===== src/rtl/packet_buffer_reader.sv =====
// Streams len bytes from the packet buffer, one read per BYTE_PERIOD cycles, wrapping at RAM_SIZE.
// Latency from read issue to outclk is READ_LATENCY+1; there is no backpressure (fixed cadence), abort drains in-flight reads silently.
module packet_buffer_reader #(
  parameter int RAM_SIZE     = 16,
  parameter int READ_LATENCY = 2,
  parameter int BYTE_PERIOD  = 4,
  parameter int BYTE_LEN     = 8,
  localparam int AW = (RAM_SIZE > 1) ? $clog2(RAM_SIZE) : 1,
  localparam int IW = $clog2(READ_LATENCY / BYTE_PERIOD + 2),
  localparam int PW = (BYTE_PERIOD > 1) ? $clog2(BYTE_PERIOD) : 1
) (
  input  logic                clk,
  input  logic                rst,
  input  logic                start,
  input  logic [AW-1:0]       start_addr,
  input  logic [AW:0]         len,
  input  logic                abort,
  output logic                ram_readclk,
  output logic [AW-1:0]       ram_raddr,
  input  logic                ram_outclk,
  input  logic [BYTE_LEN-1:0] ram_out,
  output logic                outclk,
  output logic [BYTE_LEN-1:0] out,
  output logic                busy,
  output logic                done
);

  typedef enum logic [1:0] {IDLE, ISSUE, DRAIN} state_t;

  state_t        state;
  logic [AW:0]   remaining;
  logic [AW-1:0] next_addr;
  logic [PW-1:0] pace;
  logic [IW-1:0] inflight;
  logic          aborted;

  // eff counts the read being strobed this cycle too, so a zero-latency return is still legal
  logic [IW:0] eff;
  logic [IW:0] eff_next;
  logic        rd_ret;

  assign eff      = {1'b0, inflight} + {{IW{1'b0}}, ram_readclk};
  assign rd_ret   = ram_outclk && (eff != '0);
  assign eff_next = eff - {{IW{1'b0}}, rd_ret};

  function automatic logic [AW-1:0] wrap_inc(input logic [AW-1:0] a);
    return (a == AW'(RAM_SIZE - 1)) ? '0 : a + 1'b1;
  endfunction

  always_ff @(posedge clk) begin
    if (rst) begin
      state       <= IDLE;
      ram_readclk <= 1'b0;
      ram_raddr   <= '0;
      outclk      <= 1'b0;
      out         <= '0;
      busy        <= 1'b0;
      done        <= 1'b0;
      remaining   <= '0;
      next_addr   <= '0;
      pace        <= '0;
      inflight    <= '0;
      aborted     <= 1'b0;
    end else begin
      ram_readclk <= 1'b0;
      outclk      <= 1'b0;
      done        <= 1'b0;
      inflight    <= eff_next[IW-1:0];

      // Once DRAIN is entered without abort, the last return is byte len
      if (rd_ret && !aborted && !abort && state != IDLE) begin
        out    <= ram_out;
        outclk <= 1'b1;
        if (state == DRAIN && eff_next == '0)
          done <= 1'b1;
      end

      case (state)
        IDLE: begin
          if (start) begin
            aborted <= 1'b0;
            if (len == '0) begin
              done <= 1'b1;
            end else begin
              ram_readclk <= 1'b1;
              ram_raddr   <= start_addr;
              next_addr   <= wrap_inc(start_addr);
              remaining   <= len - 1'b1;
              pace        <= PW'(BYTE_PERIOD - 1);
              busy        <= 1'b1;
              state       <= (len == (AW+1)'(1)) ? DRAIN : ISSUE;
            end
          end
        end

        ISSUE: begin
          if (abort) begin
            aborted <= 1'b1;
            if (eff_next == '0) begin
              state <= IDLE;
              busy  <= 1'b0;
            end else begin
              state <= DRAIN;
            end
          end else if (pace == '0) begin
            ram_readclk <= 1'b1;
            ram_raddr   <= next_addr;
            next_addr   <= wrap_inc(next_addr);
            remaining   <= remaining - 1'b1;
            pace        <= PW'(BYTE_PERIOD - 1);
            if (remaining == (AW+1)'(1))
              state <= DRAIN;
          end else begin
            pace <= pace - 1'b1;
          end
        end

        DRAIN: begin
          if (abort)
            aborted <= 1'b1;
          if (eff_next == '0) begin
            state <= IDLE;
            busy  <= 1'b0;
          end
        end

        default: state <= IDLE;
      endcase
    end
  end

endmodule


===== config.mk =====
export PLATFORM = sky130hd
export DESIGN_NAME = packet_buffer_reader
export DESIGN_NICKNAME = d
export VERILOG_FILES = /design/src/rtl/packet_buffer_reader.sv
export SDC_FILE = /design/constraint.sdc
export NUM_CORES = 1
export LEC_CHECK = 0
export BUFFER_PORTS_ARGS = -buffer_cell sky130_fd_sc_hd__buf_2
export CORE_AREA = 8 8 68 70
export DETAILED_ROUTE_END_ITERATION = 16
export DIE_AREA = 0 0 76 78
export GPL_ROUTABILITY_DRIVEN = 0
export HOLD_SLACK_MARGIN = 0.08
export PLACE_DENSITY = 0.75
export SLEW_MARGIN = 15
export SYNTH_ARGS = -nofsm -noshare
export SYNTH_HDL_FRONTEND = slang
export SYNTH_SLANG_ARGS = --single-unit

===== constraint.sdc =====
create_clock -name clk -period 2.3 [get_ports clk]
set_clock_uncertainty 0.05 [all_clocks]
set_input_delay 0.46 -clock clk [delete_from_list [all_inputs] [get_ports clk]]
set_output_delay 0.46 -clock clk [all_outputs]
set_load 0.01 [all_outputs]

==> results of run 1 <==
worst reg2reg max path: cells and delay by family (launching register included):
| kind | cells | cell delay, ps |
|---|---|---|
| adders and majority gates | 1 | 310 |
| DFF | 1 | 340 |
| muxes | 1 | 240 |
| and+or+nand+nor | 3 | 840 |
| buffers and inverters | 1 | 80 |
kinds of logic after synthesis:
kind of cell | Yosys count
AOI/OAI and AO/OA | 56
DFF | 31
muxes | 14
and+or+nand+nor | 62
xor gates and xnor gates | 5
adders and majority gates | 13
buffers and inverters | 29
sequential cells by signal, summed over array words and instances, names as in the netlist:
register     cells
out              8
aborted          1
ram_readclk      1
done             1
busy             1
outclk           1
remaining        5
state            2
ram_raddr        4
pace             2
next_addr        4
inflight         1
report_power, final:
part | leakage, nW | switching [mW] | total [mW] | internal, mW
Clock | 0.0482 | 0.186 | 0.443 | 0.257
Combinational | 0.596 | 0.790 | 1.34 | 0.547
Sequential | 0.254 | 0.132 | 0.848 | 0.717
cell usage in the layout, fill, tap and decap left out, types with 7 or more instances in the layout:
cell type  instances
buf_2             37
inv_1             17
o21ai_0            7
nor2_1            18
a211oi_1           7
dfxtp_1           31
nand2_1           10
a21oi_1           15
ha_1              13
nand3_1            7
mux2i_1           14
Yosys cell counts, types with 2 or more instances:
library cell,n
and2b_1,2
o21ai_0,7
xnor2_1,5
nand2b_1,2
o32ai_1,2
nand4_1,4
nand3_1,7
clkbuf_1,4
nand2_1,10
a21oi_1,15
buf_6,3
o31ai_1,5
nor3_1,5
a31oi_1,3
and3_1,3
o22ai_1,2
a211oi_1,7
buf_2,3
a311oi_1,2
dfxtp_1,31
a21o_1,2
inv_1,17
mux2i_1,14
nor3b_1,2
nor4_1,2
nor2_1,18
ha_1,13
buf_4,2
routing by layer:
layer | global-route usage (%) | up-vias | wire (um)
met3 | 4.147 | 4 | 255
met1 | 16.31 | 763 | 1875
li1 | - | 836 | -
met5 | 0 | - | 0
met2 | 24.85 | 41 | 2013
met4 | 7.059 | 0 | 25
final cells by class:
cell class              count  area (um^2)
repair buffers             41        215.2
flip-flops and latches     31        620.6
clock inverters             2        35.03
multi-input cells         150         1076
well taps                  48        60.06
inverters                  17        63.81
clock buffers               6        51.30
fillers                   330         1429
worst paths after layout:
kind	end	slack, ps
worst max register to register	out[4]$_SDFFE_PP0P_	320
worst max-delay path	out[4]$_SDFFE_PP0P_	320
worst min-delay path	out[1]$_SDFFE_PP0P_	310
worst min register to register	remaining[4]$_SDFFE_PP0P_	440
==> results.sh, run 1 <==
export IMPL_grt_pass1_wl_um=7217
export IMPL_synthTopCellsByArea="dfxtp_1 34%, ha_1 8.8%, mux2i_1 7.6%, a21oi_1 4.1%, nor2_1 3.7%"
export IMPL_cts_tree="yes"
export IMPL_power_density_mw_per_mm2=1239
export IMPL_cp_top_family="simple AND/OR/NAND/NOR gates"
export IMPL_final_cells=295
export IMPL_cts_made_buffers=5
export IMPL_cts_resized=0
export IMPL_slew_viol_final=0
export IMPL_cp_required_ps=2460
export IMPL_synth_top_area_share_pct=33.74
export IMPL_yosysWarnings=0
export IMPL_drc=0
export IMPL_start_util_pct=51.80
export IMPL_syn_to_final_growth_pct=15.37
export IMPL_dp_cells=287
export IMPL_vias=1644
export IMPL_clkTransAtPathRegs_ps=100
export IMPL_cts_buffer_depth=2
export IMPL_postCtsSetupRepairBufs=0
export IMPL_setup_viol=0
export IMPL_synth_fa_ha_area_share_pct=8.844
export IMPL_syn_num_nets=245
export IMPL_row_count=22
export IMPL_drtIter0Drc=113
export IMPL_wl_um=4169
export IMPL_diodes=0
export IMPL_post_dp_cell_area_mm2=0.002036
export IMPL_postRouteAntennaNets=0
export IMPL_ys_ff_latch=31
export IMPL_synth_area_per_cell_um2=8.758
export IMPL_peakVddDrop_mv=0.4410
export IMPL_nets=281
export IMPL_globalRouteOverflowTotal=0
export IMPL_max_freq_ghz=0.5039
export IMPL_layout_min_cycle_time_ps=1985
export IMPL_cts_sinks=31
export IMPL_chipWidth_um=76
export IMPL_reg2reg_from="state[0]$_SDFFE_PP0P_"
export IMPL_hold_viol=0
export IMPL_grt_max_degree=21
export IMPL_critPathLaunch="state[0]$_SDFFE_PP0P_"
export IMPL_crit_chain="inv_1, ha_1, nor3_1, and2_1, mux2i_1, nor2_1"
export IMPL_vias_per_cell=5.573
export IMPL_synth_yosys_seq_area_share_pct=33.74
export IMPL_wire_per_inst_um=14.13
export IMPL_layout_drive_gt1_share_pct=22.27
export IMPL_fin_area_mm2=0.002122
export IMPL_synth_area_mux_share_pct=7.619
export IMPL_timing_final_crit_share_pct=86.29
export IMPL_drv_cap=0
export IMPL_worst_hold_path_num_cells=3
export IMPL_grt_setup_unrepaired="false"
export IMPL_cts_root_buf="clkbuf_4"
export IMPL_die_area_mm2=0.005928
export IMPL_crit_fanout=9
export IMPL_synth_xor_area_share_pct=2.381
export IMPL_fin_util_pct=59.76
export IMPL_worstHoldPathType="in2reg"
export IMPL_tightestPinTransition_ps=527.2
export IMPL_clk_latency_ps=330
export IMPL_place_ws_ps=255.5
export IMPL_antenna_found_initial=0
export IMPL_max_stage_delay_ps=480
export IMPL_htree_levels=2
export IMPL_grt_pass1_vias=1593
export IMPL_arrival_ps=2150
export IMPL_worstSetupPathType="reg2reg"
export IMPL_port_buffers=37
export IMPL_netlist_top_cell_by_area="dfxtp_1"
export IMPL_io_pins=38
export IMPL_dp_hpwl_um=3152
export IMPL_worst_slack_ps=315.3
export IMPL_hold_start="ram_out[1]"
export IMPL_ff2ff_path_depth=6
export IMPL_status="finished clean"
export IMPL_slew_headroom_pct=64.36
export IMPL_leakage_nw=0.8987
export IMPL_syn_area_mm2=0.001839
export IMPL_slowest_stage="and2_1"
export IMPL_crit_cells=6
export IMPL_synth_compound_area_share_pct=21.36
export IMPL_grtUsageTotal_pct=14.56
export IMPL_synthSimpleGateAreaFrac_pct=18.30
export IMPL_synth_top_family_by_area="compound AO/OA/AOI/OAI gates"
export IMPL_syn_inst=210
export IMPL_async_reset_ff_share_pct=0
export IMPL_crit_buf_inv=1
export IMPL_power_total_mw=2.629
export IMPL_synth_ff_type="dfxtp_1"
export IMPL_die_h_um=78
export IMPL_finalSetupTns_ps=0
export IMPL_ys_types=46
export IMPL_endpoint_kind="flip-flop"
export IMPL_cp_start_kind="flip-flop"
export IMPL_synth_edff_count=0
export IMPL_hold_ws_ps=309.4
export IMPL_core_mm2=0.003551
export IMPL_firstDrtPassIters=4
export IMPL_hold_buffers=0
Note: power is estimated with default switching activity, not from simulation.
==> run 2: changes to the inputs <==
- CORE_AREA: 8 8 68 70 -> 8 8 71 73
- DIE_AREA: 0 0 76 78 -> 0 0 79 81
- PLACE_DENSITY: 0.75 -> 0.72
- clock period: 2.3 -> 1.7 ns (I/O delays scaled with it)
==> results.sh, run 2 (synthesized netlist as in run 1, its figures left out) <==
export IMPL_grt_pass1_wl_um=7507
export IMPL_vias=1731
export IMPL_regMostFlops="out"
export IMPL_diodes=0
export IMPL_cts_made_buffers=5
export IMPL_grt_setup_unrepaired="true"
export IMPL_setup_viol=0
export IMPL_port_buffers=37
export IMPL_drtIter0Drc=106
export IMPL_hold_start="ram_out[7]"
export IMPL_largest_reg_flops=8
export IMPL_globalRouteOverflowTotal=0
export IMPL_final_common_cell="buf_2"
export IMPL_timing_final_crit_share_pct=96.77
export IMPL_chipWidth_um=79
export IMPL_wire_per_inst_um=14.26
export IMPL_core_mm2=0.003914
export IMPL_cp_start_kind="flip-flop"
export IMPL_grtUsageTotal_pct=14.27
export IMPL_cts_root_buf="clkbuf_8"
export IMPL_cp_required_ps=1850
export IMPL_r2r_end="state[1]$_SDFFE_PP0P_"
export IMPL_status="finished clean"
export IMPL_nets=303
export IMPL_drc=0
export IMPL_tightestPinTransition_ps=295.8
export IMPL_postRouteAntennaNets=0
export IMPL_vias_per_cell=5.443
export IMPL_die_h_um=81
export IMPL_cts_sinks=31
export IMPL_max_freq_ghz=0.6079
export IMPL_power_density_mw_per_mm2=1681
export IMPL_antenna_found_initial=0
export IMPL_clk_latency_ps=280
export IMPL_cts_buffer_depth=2
export IMPL_grt_max_degree=23
export IMPL_grt_pass1_vias=1744
export IMPL_leakage_nw=1.023
export IMPL_syn_to_final_growth_pct=30.14
export IMPL_slew_headroom_pct=80.20
export IMPL_dp_hpwl_um=3450
export IMPL_clkTransAtPathRegs_ps=70
export IMPL_reg_largest_list="out: 8 flops, remaining: 5 flops"
export IMPL_drv_cap=0
export IMPL_htree_levels=2
export IMPL_firstDrtPassIters=4
export IMPL_hold_path_endpoint="out[7]$_SDFFE_PP0P_"
export IMPL_arrival_ps=1800
export IMPL_slowest_stage="dfxtp_2"
export IMPL_peakVddDrop_mv=0.7091
export IMPL_cp_top_family="compound AO/OA/AOI/OAI gates"
export IMPL_hold_buffers=0
export IMPL_crit_fanout=3
export IMPL_max_stage_delay_ps=340
export IMPL_wl_um=4534
export IMPL_reg2reg_from="ram_readclk$_SDFF_PP0_"
export IMPL_row_count=23
export IMPL_crit_buf_inv=1
export IMPL_io_pins=38
export IMPL_layout_common_cells="37 x buf_2, 28 x dfxtp_1, 24 x buf_4, 17 x inv_1, 17 x nor2_1"
export IMPL_die_area_mm2=0.006399
export IMPL_ff2ff_path_depth=6
export IMPL_worstHoldPathType="in2reg"
export IMPL_endpoint_kind="flip-flop"
export IMPL_layout_min_cycle_time_ps=1645
export IMPL_power_total_mw=4.024
export IMPL_r2r_slack_ps=50
export IMPL_hold_viol=0
export IMPL_worstSetupPathType="reg2reg"
export IMPL_layout_drive_gt1_share_pct=33.96
export IMPL_start_util_pct=46.99
export IMPL_cts_tree="yes"
export IMPL_slew_viol_final=0
export IMPL_worst_hold_path_num_cells=3
export IMPL_crit_chain="inv_1, ha_4, and4bb_2, a211o_1, and3_4, a211oi_2"
export IMPL_hold_ws_ps=244.2
[run 2: changes by cell type in the layout (fill, tap and decap cells not counted), moves of 3 or more]
cell,previous run,this run
ha_1,13,10
buf_4,4,24
dfxtp_1,31,28
dfxtp_2,0,3
clkbuf_8,1,6
clkbuf_4,5,0
[run 2: repair_timing]
item	CTS	global route
pin swaps	0	1
gates resized for setup	1	13
setup endpoints to repair	1	22
buffers inserted	0	4
[run 2: worst register-to-register path, cell delays in order, from the launching register on]
cell and delay [ps]:
dfxtp_2 340, inv_1 60, ha_4 240, and4bb_2 240
a211o_1 270, and3_4 190, a211oi_2 170
[run 2: stage by stage]
step           util [%]  worst slack [ps]  TNS [ps]  area [um^2]  instances
6_report          61.16             54.94         0         2394        318
5_1_grt           61.16            -22.48    -45.76         2394        318
4_1_cts           58.79             10.64         0         2301        314
3_5_place_dp      56.52            -98.59    -573.7         2212        307
3_3_place_gp      56.52            -41.53    -238.0         2212        307
2_1_floorplan         -             23.65         0         1853        210
[run 2: how the worst max path moves through the flow]
stage | from | end | slack (ps) | cells past startpoint
floorplan | state[1]$_SDFFE_PP0P_ | remaining[0]$_SDFFE_PP0P_ | 20 | 9
global placement | len[0] | ram_raddr[1]$_SDFFE_PP0P_ | -40 | 7
finish | ram_readclk$_SDFF_PP0_ | state[1]$_SDFFE_PP0P_ | 50 | 6
CTS | ram_readclk$_SDFF_PP0_ | state[0]$_SDFFE_PP0P_ | 10 | 6
global route | ram_readclk$_SDFF_PP0_ | state[1]$_SDFFE_PP0P_ | -20 | 6
detailed placement | len[0] | ram_raddr[3]$_SDFFE_PP0P_ | -100 | 7
[run 2: cell type report]
| type | count | area [um^2] |
|---|---|---|
| timing repair buffer | 63 | 405.4 |
| inverter | 17 | 63.81 |
| tap | 50 | 62.56 |
| clock buffer | 6 | 82.58 |
| sequential | 31 | 624.3 |
| multi-input combinational | 150 | 1150 |
| clock inverter | 1 | 5.005 |
| fill | 380 | 1520 |
[run 2: routing by layer]
metal / track usage, % / vias to the layer above / wire [um]
li1: - / 871 / -
met3: 5.408 / 6 / 249
met4: 6.296 / 0 / 39
met1: 15.52 / 818 / 1894
met2: 24.32 / 36 / 2351
met5: 0 / - / 0
[run 2: report_power, final]
part	switching [mW]	leakage [nW]	total [mW]	internal (mW)
Combinational	1.20	0.721	2.28	1.08
Sequential	0.185	0.255	1.16	0.977
Clock	0.269	0.0470	0.586	0.317
Total	1.65	1.02	4.02	2.37
